File: config.mk
export PLATFORM = sky130hd
export DESIGN_NAME = key_press_gen
export DESIGN_NICKNAME = d
export VERILOG_FILES = /design/src/rtl/key_press_gen.sv
export SDC_FILE = /design/constraint.sdc
export NUM_CORES = 1
export LEC_CHECK = 0
export ABC_AREA = 1
export CORE_ASPECT_RATIO = 1.75
export CORE_MARGIN = 1.5
export CORE_UTILIZATION = 55
export DETAILED_ROUTE_END_ITERATION = 16
export DONT_BUFFER_PORTS = 1
export GPL_TIMING_DRIVEN = 0
export HOLD_SLACK_MARGIN = 0.02
export PLACE_DENSITY_LB_ADDON = 0.12
export SLEW_MARGIN = 15
export SYNTH_ARGS = -nofsm -noshare
export SYNTH_HDL_FRONTEND = slang
export SYNTH_SLANG_ARGS = --single-unit
export TNS_END_PERCENT = 100
File: constraint.sdc
create_clock -name FPGA_clk -period 1.77 [get_ports FPGA_clk]
set_input_delay 0.354 -clock FPGA_clk [delete_from_list [all_inputs] [get_ports FPGA_clk]]
set_output_delay 0.354 -clock FPGA_clk [all_outputs]
set_load 0.02 [all_outputs]
File: src/rtl/key_press_gen.sv
// Key press generator: drives an active-low key line with
// short or long presses, optionally repeated with gaps.
module key_press_gen #(
  parameter int unsigned      CNT_W        = 25,
  parameter logic [CNT_W-1:0] SHORT_CYCLES = 25'h00F4240,
  parameter logic [CNT_W-1:0] LONG_CYCLES  = 25'h0A98AC7,
  parameter logic [CNT_W-1:0] GAP_CYCLES   = 25'h04C4B40
) (
  input  logic       FPGA_clk,
  input  logic       FPGA_rst,
  input  logic       start,
  input  logic       long_sel,
  input  logic [3:0] repeat_n,
  input  logic       abort,
  output logic       KEY_N,
  output logic       busy,
  output logic       done,
  output logic       aborted,
  output logic [3:0] press_cnt
);

  typedef enum logic [1:0] {
    IDLE,
    PRESS,
    GAP
  } state_t;

  localparam logic [CNT_W-1:0] ONE = CNT_W'(1);

  // Counter reload values: a duration of 0 behaves as 1 clock
  localparam logic [CNT_W-1:0] SHORT_LD =
    (SHORT_CYCLES == '0) ? '0 : SHORT_CYCLES - ONE;
  localparam logic [CNT_W-1:0] LONG_LD =
    (LONG_CYCLES == '0) ? '0 : LONG_CYCLES - ONE;
  localparam logic [CNT_W-1:0] GAP_LD =
    (GAP_CYCLES == '0) ? '0 : GAP_CYCLES - ONE;

  state_t           state, state_d;
  logic [CNT_W-1:0] cnt, cnt_d;
  logic [3:0]       rep_q, rep_d;
  logic             long_q, long_d;
  logic             key_q, key_d;
  logic             done_q, done_d;
  logic             ab_q, ab_d;
  logic [3:0]       pcnt_q, pcnt_d;
  logic [3:0]       pcnt_inc;

  assign pcnt_inc = pcnt_q + 4'd1;

  always_comb begin
    state_d = state;
    cnt_d   = cnt;
    rep_d   = rep_q;
    long_d  = long_q;
    key_d   = key_q;
    done_d  = 1'b0;
    ab_d    = 1'b0;
    pcnt_d  = pcnt_q;
    unique case (state)
      IDLE: begin
        cnt_d = '0;
        key_d = 1'b1;
        if (start && !abort) begin
          state_d = PRESS;
          rep_d   = (repeat_n == 4'd0) ? 4'd1 : repeat_n;
          long_d  = long_sel;
          pcnt_d  = 4'd0;
          cnt_d   = long_sel ? LONG_LD : SHORT_LD;
          key_d   = 1'b0;
        end
      end
      PRESS: begin
        if (abort) begin
          state_d = IDLE;
          cnt_d   = '0;
          key_d   = 1'b1;
          ab_d    = 1'b1;
        end else if (cnt == '0) begin
          pcnt_d = pcnt_inc;
          key_d  = 1'b1;
          if (pcnt_inc == rep_q) begin
            state_d = IDLE;
            cnt_d   = '0;
            done_d  = 1'b1;
          end else begin
            state_d = GAP;
            cnt_d   = GAP_LD;
          end
        end else begin
          cnt_d = cnt - ONE;
        end
      end
      GAP: begin
        if (abort) begin
          state_d = IDLE;
          cnt_d   = '0;
          key_d   = 1'b1;
          ab_d    = 1'b1;
        end else if (cnt == '0) begin
          state_d = PRESS;
          cnt_d   = long_q ? LONG_LD : SHORT_LD;
          key_d   = 1'b0;
        end else begin
          cnt_d = cnt - ONE;
        end
      end
      default: begin
        state_d = IDLE;
        cnt_d   = '0;
        key_d   = 1'b1;
      end
    endcase
  end

  always_ff @(posedge FPGA_clk) begin
    if (FPGA_rst) begin
      state  <= IDLE;
      cnt    <= '0;
      rep_q  <= 4'd0;
      long_q <= 1'b0;
      key_q  <= 1'b1;
      done_q <= 1'b0;
      ab_q   <= 1'b0;
      pcnt_q <= 4'd0;
    end else begin
      state  <= state_d;
      cnt    <= cnt_d;
      rep_q  <= rep_d;
      long_q <= long_d;
      key_q  <= key_d;
      done_q <= done_d;
      ab_q   <= ab_d;
      pcnt_q <= pcnt_d;
    end
  end

  assign KEY_N     = key_q;
  assign busy      = (state != IDLE);
  assign done      = done_q;
  assign aborted   = ab_q;
  assign press_cnt = pcnt_q;

endmodule

==> results.py <==
metrics = {
    "setup_path": {
        "reg2reg_depth": 10,
        "rr_endpoint": "cnt[19]",
        "end_kind": "flip-flop",
        "critPathRequiredTime_ns": 1.94,
        "crit_arrival_ns": 1.87,
        "critPathKind": "reg -> reg",
        "regToRegSetupSlack_ns": 0.06,
        "crit_fanout": 6,
        "r2r_start": "cnt[11]",
        "startpoint_type": "flip-flop",
    },
    "detailed_routing": {
        "ant_nets": 0,
        "drc": 0,
        "drtIter0Drc": 81,
        "via_count": 2308,
        "dr.pass1.iters": 5,
        "routed_wl_mm": 6.34,
        "via_per_inst": 5.48,
        "wl_per_cell_um": 15.0,
    },
    "timing": {
        "finalSetupViolCount": 0,
        "tightest_slew_ns": 0.599,
        "hold_viol": 0,
        "clock.fmax_mhz": 586,
        "slew_viol_final": 0,
        "setup_slack_ns": 0.0628,
        "finalClockSkew_ns": 0.0131,
        "maxSlewHeadroom_pct": 60.1,
        "rsz0062_at_grt": "yes",
        "period_minus_slack_ns": 1.71,
        "min_period_over_period_pct": 96.5,
        "finalSetupTns_ns": 0,
    },
    "clock_network": {
        "clk_latency_ns": 0.30,
        "clockBufferDepth": 2,
        "cts_tree": "done",
        "clk_pin_slew_worst_paths_ns": 0.09,
        "clock-sinks": 39,
        "cts_root_buf": "clkbuf_8",
        "htree_levels": 2,
        "cts_buffers": 5,
    },
    "synth": {
        "syn_area_mm2": 0.00244,
        "ys_warn_count": 0,
        "synthFlopType": "dfxtp_1",
        "syn_avg_cell_area_um2": 6.93,
        "synth.distinct_cells": 36,
        "yosysSeqAreaShare_pct": 32.0,
        "syn_nets": 368,
        "syn_inst": 352,
        "synth-edff-count": 0,
        "synth-seq-cells": 39,
        "synth-async-reset-ratio_pct": 0,
    },
    "cells_and_area": {
        "drive_above_1_share_pct": 29.3,
        "utilization_pct": 69.4,
        "final_common_cell": "nand2_1",
        "syn2layout_area_growth_pct": 19.2,
        "antenna_cells": 0,
        "fillers": 375,
        "layout_common_cells": "68 x nand2_1, 45 x nor2_1, 35 x dfxtp_1, 27 x inv_1, 23 x a21oi_1",
        "stdcell_count": 421,
        "layout.nets": 388,
    },
    "grt": {
        "grt_max_degree": 13,
        "grt_pass1_vias": 2208,
        "grt_use_total_pct": 27.5,
        "antenna_found_initial": 0,
        "grt.overflow.total": 0,
        "grt_first_pass_wirelength_mm": 9.87,
    },
    "flow_run": {
        "cap_violations": 0,
    },
    "hold_path": {
        "hold_depth": 1,
        "min_path_type": "in -> reg",
        "min_to": "done",
        "hold_path.startpoint": "abort",
    },
    "floorplan": {
        "num_io_pins": 17,
        "fp.dieH_um": 91.1,
        "start_util_pct": 58.2,
        "die_w_um": 53.3,
        "die-area_mm2": 0.00486,
        "fp-row-count": 31,
        "coreArea_mm2": 0.00419,
    },
    "place": {
        "place_ws_ns": -0.226,
        "dpl.hpwl_mm": 4.52,
        "dp_cells": 401,
        "place_congestion": 0.893,
        "io_buffers": 0,
    },
    "status": {
        "outcome": "finished clean",
    },
}
[cells by family (layout without fill, tap and decap cells)]
group	after synthesis	in the layout	synth area share, %
flip-flops	39	39	32.0
AO/OA/AOI/OAI	53	53	13.0
AND/OR/NAND/NOR	194	195	38.4
adder cells (fa/ha/maj)	7	7	3.59
buffers and inverters	42	61	6.88
XOR/XNOR	17	17	6.11
[area by class of cell]
class	instances	area (um2)	share of cell area [%]
plain buffers	4	25.0	0.861
clock inverters	2	37.5	1.29
repair buffers	12	90.1	3.10
clock buffers	5	68.8	2.37
multi-input cells	272	1690	58.0
inverters	38	146	5.04
well taps	49	61.3	2.11
flip-flops and latches	39	791	27.2
[registers in the layout, summed over array words and instances (netlist names)]
register   count
state          2
rep_q          4
long_q         1
aborted        1
press_cnt      4
cnt           25
done           1
KEY_N          1
[how the worst max path moves through the flow]
stage                       startpoint       to  slack (ns)  depth (start not counted)
after floorplan           press_cnt[0]  cnt[14]        0.09                          9
final                          cnt[11]  cnt[19]        0.06                         10
after detailed placement        cnt[0]  cnt[16]       -0.23                         11
after global placement          cnt[0]  cnt[16]       -0.21                         11
after CTS                     state[0]   cnt[7]       -0.02                          8
after global routing            cnt[0]  cnt[21]       -0.09                         11
[Yosys cell counts (3+ instances only)]
library cell / number / area share (%)
nand2_2: 11 / 2.8
a21oi_1: 26 / 5.3
nor2_4: 3 / 1.4
nand2_1: 80 / 12
ha_1: 7 / 3.6
nor2_1: 55 / 8.5
o21ai_0: 6 / 1.2
xor2_1: 14 / 5.0
nand3_1: 14 / 2.9
inv_1: 32 / 4.9
inv_2: 5 / 0.77
o21ai_1: 7 / 1.4
xnor2_1: 3 / 1.1
nand3_2: 5 / 2.1
a21oi_2: 5 / 1.8
nand4_1: 7 / 1.8
dfxtp_1: 39 / 32
nor2_2: 8 / 2.1
[layer usage]
metal | wire length (um) | vias to the layer above | global-route usage, %
met5 | 0 | - | 0
met1 | 2360 | 1068 | 28.1
met4 | 222 | 0 | 12.8
li1 | - | 1172 | -
met2 | 3570 | 51 | 50.4
met3 | 185 | 17 | 4.93
[metrics by stage]
| stage | area (um2) | hold slack [ns] |
|---|---|---|
| 6_report | 2910 | 0.108 |
| 3_3_place_gp | 2500 | 0.436 |
| 3_5_place_dp | 2500 | 0.437 |
| 4_1_cts | 2630 | 0.121 |
| 2_1_floorplan | 2440 | 0.431 |
| 5_1_grt | 2910 | 0.109 |
[critical path, cell delays in order (launching register included)]
cell,delay [ns]
dfxtp_1,0.35
nor2_2,0.17
nand2_2,0.10
nor2_4,0.21
nand2_2,0.11
nor2_4,0.17
nand3_4,0.09
nand2_4,0.13
nand2_4,0.10
nand2_2,0.08
a21oi_2,0.04
[timing repair]
action | 4_1_cts | 5_1_grt
setup buffers | 0 | 12
hold buffers | 0 | 0
gates resized for setup | 11 | 48
pin swaps | 0 | 11
gates cloned | 0 | 1
setup endpoints to repair | 26 | 33
Power is left out: the tool's default activity adds up to more than one toggle a clock period on the data nets, which glitch-free logic cannot reach.
